$ cat config.mk
export PLATFORM = sky130hd
export DESIGN_NAME = dmem_bank_xbar
export DESIGN_NICKNAME = d
export VERILOG_FILES = /design/src/rtl/dmem_pkg.sv /design/src/rtl/dmem_bank_arb.sv /design/src/rtl/dmem_bank_xbar.sv
export SDC_FILE = /design/constraint.sdc
export NUM_CORES = 1
export LEC_CHECK = 0
export CORE_AREA = 2 2 201 203
export DETAILED_ROUTE_END_ITERATION = 6
export DIE_AREA = 0 0 203 205
export PLACE_DENSITY = 0.51
export SLEW_MARGIN = 0
export SYNTH_ARGS = -nofsm -noshare
export SYNTH_HDL_FRONTEND = slang
export SYNTH_SLANG_ARGS = --single-unit
$ cat constraint.sdc
create_clock -name clk -period 4.1 [get_ports clk]
set_input_delay 0.41 -clock clk [delete_from_list [all_inputs] [get_ports clk]]
set_output_delay 0.41 -clock clk [all_outputs]
set_load 0.01 [all_outputs]
$ cat src/rtl/dmem_pkg.sv
// Shared definitions for the data-memory bank crossbar.
// Contents: requester indices, default geometry with its derived widths, a helper
// that derives the bank-select width, and the per-requester response tag.
package dmem_pkg;

  localparam int unsigned MST_CORE   = 0;
  localparam int unsigned MST_FABRIC = 1;
  localparam int unsigned NUM_MST    = 2;

  // Wide enough for the largest supported bank count (8).
  localparam int unsigned BANK_IDX_W = 3;

  localparam int unsigned DEF_NUM_BANKS = 4;
  localparam int unsigned DEF_BANK_AW   = 8;

  // log2 of a power-of-two bank count in 1..8.
  function automatic int unsigned calc_bs(input int unsigned num_banks);
    int unsigned bs;
    bs = 0;
    for (int unsigned i = 0; i < 4; i++) begin
      if ((32'd1 << i) < num_banks) bs = i + 1;
    end
    return bs;
  endfunction

  localparam int unsigned BS    = calc_bs(DEF_NUM_BANKS);
  localparam int unsigned ROW_W = DEF_BANK_AW;

  typedef struct packed {
    logic                  pend;
    logic [BANK_IDX_W-1:0] bank;
    logic                  is_read;
    logic                  err;
  } rsp_tag_t;

endpackage

$ cat src/rtl/dmem_bank_arb.sv
// Two-requester round-robin arbiter for one SRAM bank.
// Ports: clk, reset (async, active high), req_i[1:0] in-range requests aimed at this
// bank, gnt_o[1:0] combinational one-hot grant.
module dmem_bank_arb
  import dmem_pkg::*;
(
  input  logic       clk,
  input  logic       reset,
  input  logic [1:0] req_i,
  output logic [1:0] gnt_o
);

  // 0: core wins the next conflict, 1: fabric wins it.
  logic prio_q, prio_d;

  always_comb begin
    gnt_o[MST_CORE]   = req_i[MST_CORE] & (~req_i[MST_FABRIC] | ~prio_q);
    gnt_o[MST_FABRIC] = req_i[MST_FABRIC] & (~req_i[MST_CORE] | prio_q);
    prio_d = prio_q;
    // After a conflict the loser gets priority; otherwise priority is left alone.
    if (&req_i) prio_d = ~prio_q;
  end

  always_ff @(posedge clk or posedge reset) begin
    if (reset) prio_q <= 1'b0;
    else       prio_q <= prio_d;
  end

endmodule

$ cat src/rtl/dmem_bank_xbar.sv
// Data-memory crossbar: core (requester 0) and eFPGA fabric (requester 1) onto
// NUM_BANKS word-interleaved sram_1rw1r_32_256_8_sky130 macros (port 0).
// Ports: clk, reset (async, active high); OBI-style m_* request/grant/response per
// requester (flat vectors, requester 0 in the low slice); sram_* per-bank port-0 drive
// and dout0 return (bank 0 in the low slice). Grants are combinational; every granted
// access, including out-of-range errors, responds exactly one cycle later.
module dmem_bank_xbar
  import dmem_pkg::*;
#(
  parameter int unsigned NUM_BANKS = 4,
  parameter int unsigned BANK_AW   = 8
) (
  input  logic                         clk,
  input  logic                         reset,
  input  logic [1:0]                   m_req_i,
  output logic [1:0]                   m_gnt_o,
  output logic [1:0]                   m_rvalid_o,
  input  logic [1:0]                   m_we_i,
  input  logic [7:0]                   m_be_i,
  input  logic [63:0]                  m_addr_i,
  input  logic [63:0]                  m_wdata_i,
  output logic [63:0]                  m_rdata_o,
  output logic [1:0]                   m_err_o,
  output logic [NUM_BANKS-1:0]         sram_csb_o,
  output logic [NUM_BANKS-1:0]         sram_web_o,
  output logic [NUM_BANKS*4-1:0]       sram_wmask_o,
  output logic [NUM_BANKS*BANK_AW-1:0] sram_addr_o,
  output logic [NUM_BANKS*32-1:0]      sram_din_o,
  input  logic [NUM_BANKS*32-1:0]      sram_dout_i
);

  localparam int unsigned Bs     = calc_bs(NUM_BANKS);
  localparam int unsigned HighLo = 2 + Bs + BANK_AW;

  logic [BANK_IDX_W-1:0] bank_m [NUM_MST];
  logic [BANK_AW-1:0]    row_m  [NUM_MST];
  logic [NUM_MST-1:0]    oor;
  logic [1:0]            bank_req [NUM_BANKS];
  logic [1:0]            bank_gnt [NUM_BANKS];
  rsp_tag_t              tag_d [NUM_MST];
  rsp_tag_t              tag_q [NUM_MST];

  // Address decode and per-bank request vectors. Reset masks every request.
  always_comb begin
    for (int unsigned b = 0; b < NUM_BANKS; b++) bank_req[b] = '0;
    for (int unsigned m = 0; m < NUM_MST; m++) begin
      bank_m[m] = BANK_IDX_W'((m_addr_i[32*m +: 32] >> 2) & (NUM_BANKS - 1));
      row_m[m]  = BANK_AW'(m_addr_i[32*m +: 32] >> (2 + Bs));
      oor[m]    = (m_addr_i[32*m +: 32] >> HighLo) != 32'd0;
      for (int unsigned b = 0; b < NUM_BANKS; b++) begin
        bank_req[b][m] = ~reset & m_req_i[m] & ~oor[m] & (bank_m[m] == BANK_IDX_W'(b));
      end
    end
  end

  for (genvar b = 0; b < NUM_BANKS; b++) begin : g_bank
    dmem_bank_arb u_arb (
      .clk   (clk),
      .reset (reset),
      .req_i (bank_req[b]),
      .gnt_o (bank_gnt[b])
    );
  end

  // Out-of-range requests are granted without touching any bank.
  always_comb begin
    m_gnt_o = '0;
    for (int unsigned m = 0; m < NUM_MST; m++) begin
      m_gnt_o[m] = ~reset & m_req_i[m] & oor[m];
      for (int unsigned b = 0; b < NUM_BANKS; b++) begin
        m_gnt_o[m] = m_gnt_o[m] | bank_gnt[b][m];
      end
    end
  end

  // SRAM fan-out; bank grants are one-hot so at most one requester drives a bank.
  always_comb begin
    sram_csb_o   = '1;
    sram_web_o   = '1;
    sram_wmask_o = '0;
    sram_addr_o  = '0;
    sram_din_o   = '0;
    for (int unsigned b = 0; b < NUM_BANKS; b++) begin
      for (int unsigned m = 0; m < NUM_MST; m++) begin
        if (bank_gnt[b][m]) begin
          sram_csb_o[b]                       = 1'b0;
          sram_web_o[b]                       = ~m_we_i[m];
          sram_wmask_o[4*b +: 4]              = m_be_i[4*m +: 4];
          sram_addr_o[BANK_AW*b +: BANK_AW]   = row_m[m];
          sram_din_o[32*b +: 32]              = m_wdata_i[32*m +: 32];
        end
      end
    end
  end

  // Response tags: one outstanding response per requester, reloaded every cycle so a
  // new grant can overlap delivery of the previous response.
  always_comb begin
    for (int unsigned m = 0; m < NUM_MST; m++) begin
      tag_d[m].pend    = m_gnt_o[m];
      tag_d[m].bank    = bank_m[m];
      tag_d[m].is_read = ~m_we_i[m];
      tag_d[m].err     = oor[m];
    end
  end

  always_ff @(posedge clk or posedge reset) begin
    if (reset) begin
      for (int unsigned m = 0; m < NUM_MST; m++) tag_q[m] <= '0;
    end else begin
      tag_q <= tag_d;
    end
  end

  always_comb begin
    m_rvalid_o = '0;
    m_err_o    = '0;
    m_rdata_o  = '0;
    for (int unsigned m = 0; m < NUM_MST; m++) begin
      m_rvalid_o[m] = tag_q[m].pend;
      m_err_o[m]    = tag_q[m].pend & tag_q[m].err;
      if (tag_q[m].pend && tag_q[m].is_read && !tag_q[m].err) begin
        for (int unsigned b = 0; b < NUM_BANKS; b++) begin
          if (tag_q[m].bank == BANK_IDX_W'(b)) m_rdata_o[32*m +: 32] = sram_dout_i[32*b +: 32];
        end
      end
    end
  end

endmodule

==> summary.txt, run 1 <==
Synthesis
  • Adder-cell area share of the yosys netlist: 0%
  • Synth Register Bits: 14
  • Sequential-to-total area share from yosys stat: roughly 7.4%
  • Netlist cell types: between 40 and 50
  • Post-synthesis simple-gate area fraction: a little under a fifth
  • Top FF cell, synth: dfrtp_1
  • EDFF count, synth: 0
  • Yosys warning total: 0
  • Syn Nets: 741
  • Mean Syn Cell Area: about 10 sq um
  • Main combinational cell family by area after synthesis: compound AO/OA/AOI/OAI gates
  • Cells after Synth: ~470
  • Ys async rst share: between 90% and 100%
  • Mapped Area: between 0.004 and 0.005 sq mm
  • Xor and xnor area share after synthesis: less than 1%
  • Compound-Gate Fraction of Synth Area: 36.3%
  • Mux cell area share after synthesis: between 30 and 40%

CTS
  • Clock slew at reported path FFs: about 0.050 ns
  • Clk root buf: clkbuf_16
  • Post-CTS Setup Bufs: 0
  • Hold-fix buffers, CTS: 0
  • Sink Count: 14
  • Clk Latency, worst-skew pair: between 0.2 and 0.25 ns
  • CTS tree: done
  • Clock buffer depth: 2
  • Num CTS Buffers: 3
  • Depth of the CTS H-tree: 1
  • Resize count post-CTS: 0

STA
  • RSZ-0062 raised after global routing: false
  • Slew @ Worst Pin: 0.961 ns
  • Final Max Tran Viols: 0
  • Final setup fails: 0
  • Slew HR: between 30 and 40%
  • Clk_skew: about 0.0014 ns
  • Hold Fails Final Rpt: 0
  • Peak Freq: 263 MHz
  • Final TNS setup: 0 ns
  • Period Utilization, post-route: between 90% and 100%
  • Crit path time final: between 3 and 4 ns

Critical path
  • RR Startpoint: g_bank[1].u_arb.prio_q
  • Worst Path Class, Setup: in -> out
  • Startpoint Class: primary input
  • CP Capture Type: output pin
  • Reg2Reg Depth: 5
  • Worst Setup SP: m_addr_i[44]
  • Worst r2r dst: m_rvalid_o[1]
  • Reg-to-reg setup timing slack: 2.32 ns
  • Worst Path Required: 3.69 ns
  • CP max FO: 33
  • CP Data Arrival Time: 3.40 ns

Global routing
  • Initial antenna violation count: 2
  • Tot GR Track Use: between 15 and 20%
  • Grt ovf: 0
  • Vias in the first global route: slightly above 7k
  • First-pass GRT wire length: about 47000 microns
  • Largest net degree at the start of global routing: 46

Placed design
  • GP Congestion: between 0.8 and 0.9
  • Inst Count DP: between 1k and 1.5k
  • DP HPWL: approximately 28000 microns
  • Port bufs: 519

Cells and area
  • P&R area growth vs syn: 128%
  • Fillcell total: roughly 4.2k
  • Register area: 353 sq um
  • Multi-input logic area: ~0.004 sq mm
  • Fin cells: 1489
  • Commonest non-fill, non-tap cell in the layout: clkdlybuf4s50_1
  • Layout cells sized above 1: roughly 12%
  • Final nets: about 1.2k
  • Most frequent cells in the layout: 518 x clkdlybuf4s50_1, 176 x a22o_1, 67 x nor2b_1, 64 x mux4_2, 24 x buf_4

Floorplan
  • Die Ht: ~210 microns
  • Initial Util: a little under an eighth
  • Row Count: 73
  • Core area: about 0.039 sq mm
  • Chip width: 203 microns
  • Ports: about 520
  • Die area: about 0.042 sq mm

Detailed routing
  • DRC errors left: 0
  • Initial DRC count: between 300 and 400
  • Wl on met1: 12500 microns
  • First drt pass iteration count: 4
  • Routed WL: about 34000 microns
  • Via count: slightly below 7k
  • DR WL met2: around 18000 microns
  • Top sig layer: met5
  • ANT nets after route: 0
  • Drt wl/cell: around 23 microns
  • Via/cell ratio: around 4.6
  • Routed met3 length: 2820 microns

Hold path
  • Min-Delay Path Class: reg -> reg
  • WHS Endpoint: g_bank[1].u_arb.prio_q
  • WHS Path Cells: 1
  • Hold_sp: g_bank[1].u_arb.prio_q

Power and ir drop
  • Logic pwr share: about three fifths
  • Sw Share: between 20 and 30%
  • Clock network power share: 22.7%
  • Sw power: roughly 0.00024 W
  • Internal power: roughly 0.00065 W
  • Sequential Power Share: between 10% and 20%
  • VDD IR-drop max: 104 uV
  • Power Density: approximately 82 mW/mm^2
  • LEAKAGE: approximately 3.5 nW

Status
  • Outcome: finished clean

Flow run
  • Max Cap Violations: 0
-- power by group through the flow --
stage / sequential, W / combinational [W] / clock, W
after floorplan: 0.000147 / 0.000171 / 0
after global placement: 0.000159 / 0.000520 / 0
after detailed placement: 0.000159 / 0.000529 / 0
after CTS: 0.000157 / 0.000531 / 0.000208
after global routing: 0.000158 / 0.000558 / 0.000216
final: 0.000155 / 0.000527 / 0.000201
-- state kept, by name, summed over array words and instances (netlist names) --
register / count
m_rvalid_o: 2
g_bank.u_arb.prio_q: 4
tag_q: 8
-- metrics by stage --
stage / setup slack, ns / utilization (%) / instance area, sq um / hold slack [ns] / total power [W]
CTS: 0.233 / 27.3 / 10700 / 0.500 / 0.000896
global route: 0.101 / 27.3 / 10700 / 0.525 / 0.000932
finish: 0.291 / 27.3 / 10700 / 0.498 / 0.000883
detailed placement: 0.230 / 27.0 / 10600 / 0.493 / 0.000688
floorplan: 1.59 / - / 4720 / 0.299 / 0.000317
global placement: 0.226 / 27.0 / 10600 / 0.496 / 0.000680
-- how the worst max path moves through the flow --
stage / slack [ns] / end
detailed placement: 0.23 / sram_din_o[51]
global route: 0.10 / sram_din_o[46]
floorplan: 1.59 / m_gnt_o[0]
finish: 0.29 / sram_din_o[51]
global placement: 0.23 / sram_din_o[51]
CTS: 0.23 / sram_din_o[51]
-- cells in the mapped netlist, types with 2 or more instances --
cell type,n,area (sq um)
and2_1,3,18.8
a22oi_1,4,30.0
nor2_1,5,18.8
clkbuf_1,31,116
buf_4,4,30.0
buf_6,4,45.0
nor3b_1,3,22.5
mux4_2,64,1440
and3_1,3,18.8
nor3_1,2,10.0
nand2_1,6,22.5
xor2_1,2,17.5
nand3b_1,2,15.0
buf_2,23,115
nand3_1,6,30.0
a311oi_2,2,30.0
nor2b_1,67,419
inv_1,4,15.0
xnor2_1,2,17.5
a211oi_2,2,25.0
nor4b_1,2,17.5
nor4_2,4,50.1
a22o_1,176,1540
nand4_1,5,31.3
dfrtp_1,14,350
nor4_1,10,62.6
-- critical path, stage by stage --
cell and delay (ns):
clkdlybuf4s50_1 0.42, nor4_1 0.35, buf_4 0.20, nand4_1 0.14
a211oi_4 0.82, buf_12 0.30, a22o_1 0.16, clkdlybuf4s50_1 0.56
-- logic make-up (layout without fill, tap and decap cells) --
family / Yosys count / after routing
AOI/OAI and AO/OA: 193 / 193
and+or+nand+nor: 130 / 130
buffers and inverters: 66 / 558
muxes: 64 / 64
DFF: 14 / 14
xor gates and xnor gates: 4 / 4
other: 0 / 1
-- per-layer routing --
layer	up-vias	GRT usage (%)
li1	3000	-
met1	3364	16.3
met2	399	28.9
met3	32	3.58
met4	2	4.80
met5	-	0
-- layout make-up --
class | count | share of cell area (%)
multi-input cells | 391 | 38.1
inverters | 4 | 0.140
well taps | 525 | 6.12
clock buffers | 4 | 0.828
repair buffers | 550 | 51.5
diodes | 1 | 0.0233
flip-flops and latches | 14 | 3.29
(Power assumes the default switching activity.)
==> run 2, diff against run 1 <==
- CTS_CLUSTER_DIAMETER: default -> 120
- REMOVE_ABC_BUFFERS: default -> 1
==> summary.txt, run 2 (synthesis results as in run 1) <==
Status
  • Outcome: finished clean

Cells and area
  • Register with the most flip-flops: tag_q
  • Final nets: between 1k and 1.5k
  • Layout cells sized above 1: 12.0%
  • Fillcell total: about 4.2k
  • Fin cells: between 1k and 1.5k
  • Commonest non-fill, non-tap cell in the layout: clkdlybuf4s50_1
  • Max FFs per register: 8
  • Multi-input logic area: 0.00409 sq mm
  • Most frequent cells in the layout: 516 x clkdlybuf4s50_1, 176 x a22o_1, 67 x nor2b_1, 64 x mux4_2, 20 x buf_4
  • P&R area growth vs syn: 126%
  • ANT cells: 0
  • Register area: 353 sq um
  • Final Core Density: roughly 27%

CTS
  • Clk Latency, worst-skew pair: around 0.24 ns
  • Resize count post-CTS: 0
  • Depth of the CTS H-tree: 1
  • Post-CTS Setup Bufs: 0
  • Sink Count: 14
  • Clock buffer depth: 2
  • Clock slew at reported path FFs: roughly 0.04 ns
  • Clk root buf: clkbuf_16
  • CTS tree: done
  • Hold-fix buffers, CTS: 0
  • Num CTS Buffers: 3

Floorplan
  • Die Ht: roughly 210 microns
  • Row Count: 73
  • Core area: roughly 0.039 sq mm
  • Initial Util: between 10% and 20%
  • Die area: about 0.042 sq mm
  • Ports: around 520
  • Chip width: around 200 microns

Critical path
  • Cell mode on critical path: clkdlybuf4s50_1
  • CP Capture Type: output pin
  • CP Data Arrival Time: between 3 and 4 ns
  • CP max stage delay: ~0.56 ns
  • CP max FO: between 40 and 50
  • Cell Chain, Critical Path: clkdlybuf4s50_1, nor4_2, nand3_1, or4b_4, a31oi_4, buf_12, a22o_1, clkdlybuf4s50_1
  • Worst Path Class, Setup: in -> out
  • Worst Path Required: between 3 and 4 ns
  • Slowest cell on the critical path: or4b_4
  • Startpoint Class: primary input

Placed design
  • DP HPWL: about 29000 microns
  • GP Congestion: 0.849
  • Inst Count DP: about 1.5k
  • Port bufs: between 500 and 600

STA
  • Slew HR: 43.6%
  • Worst Hold Margin: between 0.4 and 0.5 ns
  • Period Utilization, post-route: 93.4%
  • Slew @ Worst Pin: between 0.8 and 0.9 ns
  • Final Max Tran Viols: 0
  • Hold Fails Final Rpt: 0
  • Final TNS setup: 0 ns
  • Crit path time final: between 3 and 4 ns
  • RSZ-0062 raised after global routing: false
  • Final setup fails: 0
  • Peak Freq: approximately 260 MHz
  • Clk_skew: around 0.0022 ns

Power and ir drop
  • Power Density: between 80 and 90 mW/mm^2
  • VDD IR-drop max: about 110 uV
  • LEAKAGE: about 3.5 nW

Global routing
  • Initial antenna violation count: 4
  • Tot GR Track Use: between 10% and 20%
  • First-pass GRT wire length: ~49000 microns
  • Vias in the first global route: about 7.2k
  • Largest net degree at the start of global routing: 47
  • Grt ovf: 0

Flow run
  • Max Cap Violations: 0

Detailed routing
  • Via/cell ratio: 4.49
  • Drt wl/cell: roughly 24 microns
  • First drt pass iteration count: 4
  • Routed WL: 34800 microns
  • DRC errors left: 0
  • Via count: roughly 6.7k
  • ANT nets after route: 0
  • Initial DRC count: 266

Hold path
  • Min-Delay Path Class: reg -> reg
-- run 2: per-layer routing --
layer / GRT usage (%) / wire length [microns]
met1: 16.3 / 12500
met5: 0 / 13
met3: 3.56 / 2690
met2: 31.1 / 18800
met4: 3.78 / 872
-- run 2: final timing paths --
path,start,end,slack [ns],cells after the start
worst min register to register,g_bank[0].u_arb.prio_q,g_bank[0].u_arb.prio_q,0.50,1
min in group asynchronous,reset,g_bank[0].u_arb.prio_q,0.63,2
worst max-delay path,m_addr_i[19],sram_din_o[71],0.27,8
worst min-delay path,g_bank[0].u_arb.prio_q,g_bank[0].u_arb.prio_q,0.50,1
worst max register to register,g_bank[0].u_arb.prio_q,m_rvalid_o[0],2.26,4
max in group asynchronous,reset,tag_q[2],3.10,2
-- run 2: final cells by class --
class                      count  area share [%]
tap                          525            6.16
multi-input combinational    391            38.4
timing repair buffer         544            51.3
sequential                    14            3.31
inverter                       4           0.141
clock buffer                   3           0.704
-- run 2: report_power, final --
| group | leakage, nW | switching, W | total [W] | internal [W] |
|---|---|---|---|---|
| clock network | 0.0370 | 0.0000498 | 0.000177 | 0.000127 |
| registers | 0.167 | 0.00000790 | 0.000151 | 0.000143 |
| logic | 3.30 | 0.000181 | 0.000534 | 0.000354 |
-- run 2: metrics by stage --
step / power, W / cell area (sq um) / setup slack, ns
after CTS: 0.000873 / 10700 / 0.227
after detailed placement: 0.000693 / 10600 / 0.231
after global placement: 0.000684 / 10600 / 0.276
final: 0.000862 / 10700 / 0.272
after floorplan: 0.000310 / 4410 / 0.650
after global routing: 0.000906 / 10700 / 0.146
-- run 2: critical path, delay by kind of cell --
kind | cells | cell delay, ns
and+or+nand+nor | 3 | 1.24
AOI/OAI and AO/OA | 2 | 0.47
buffers and inverters | 3 | 1.23
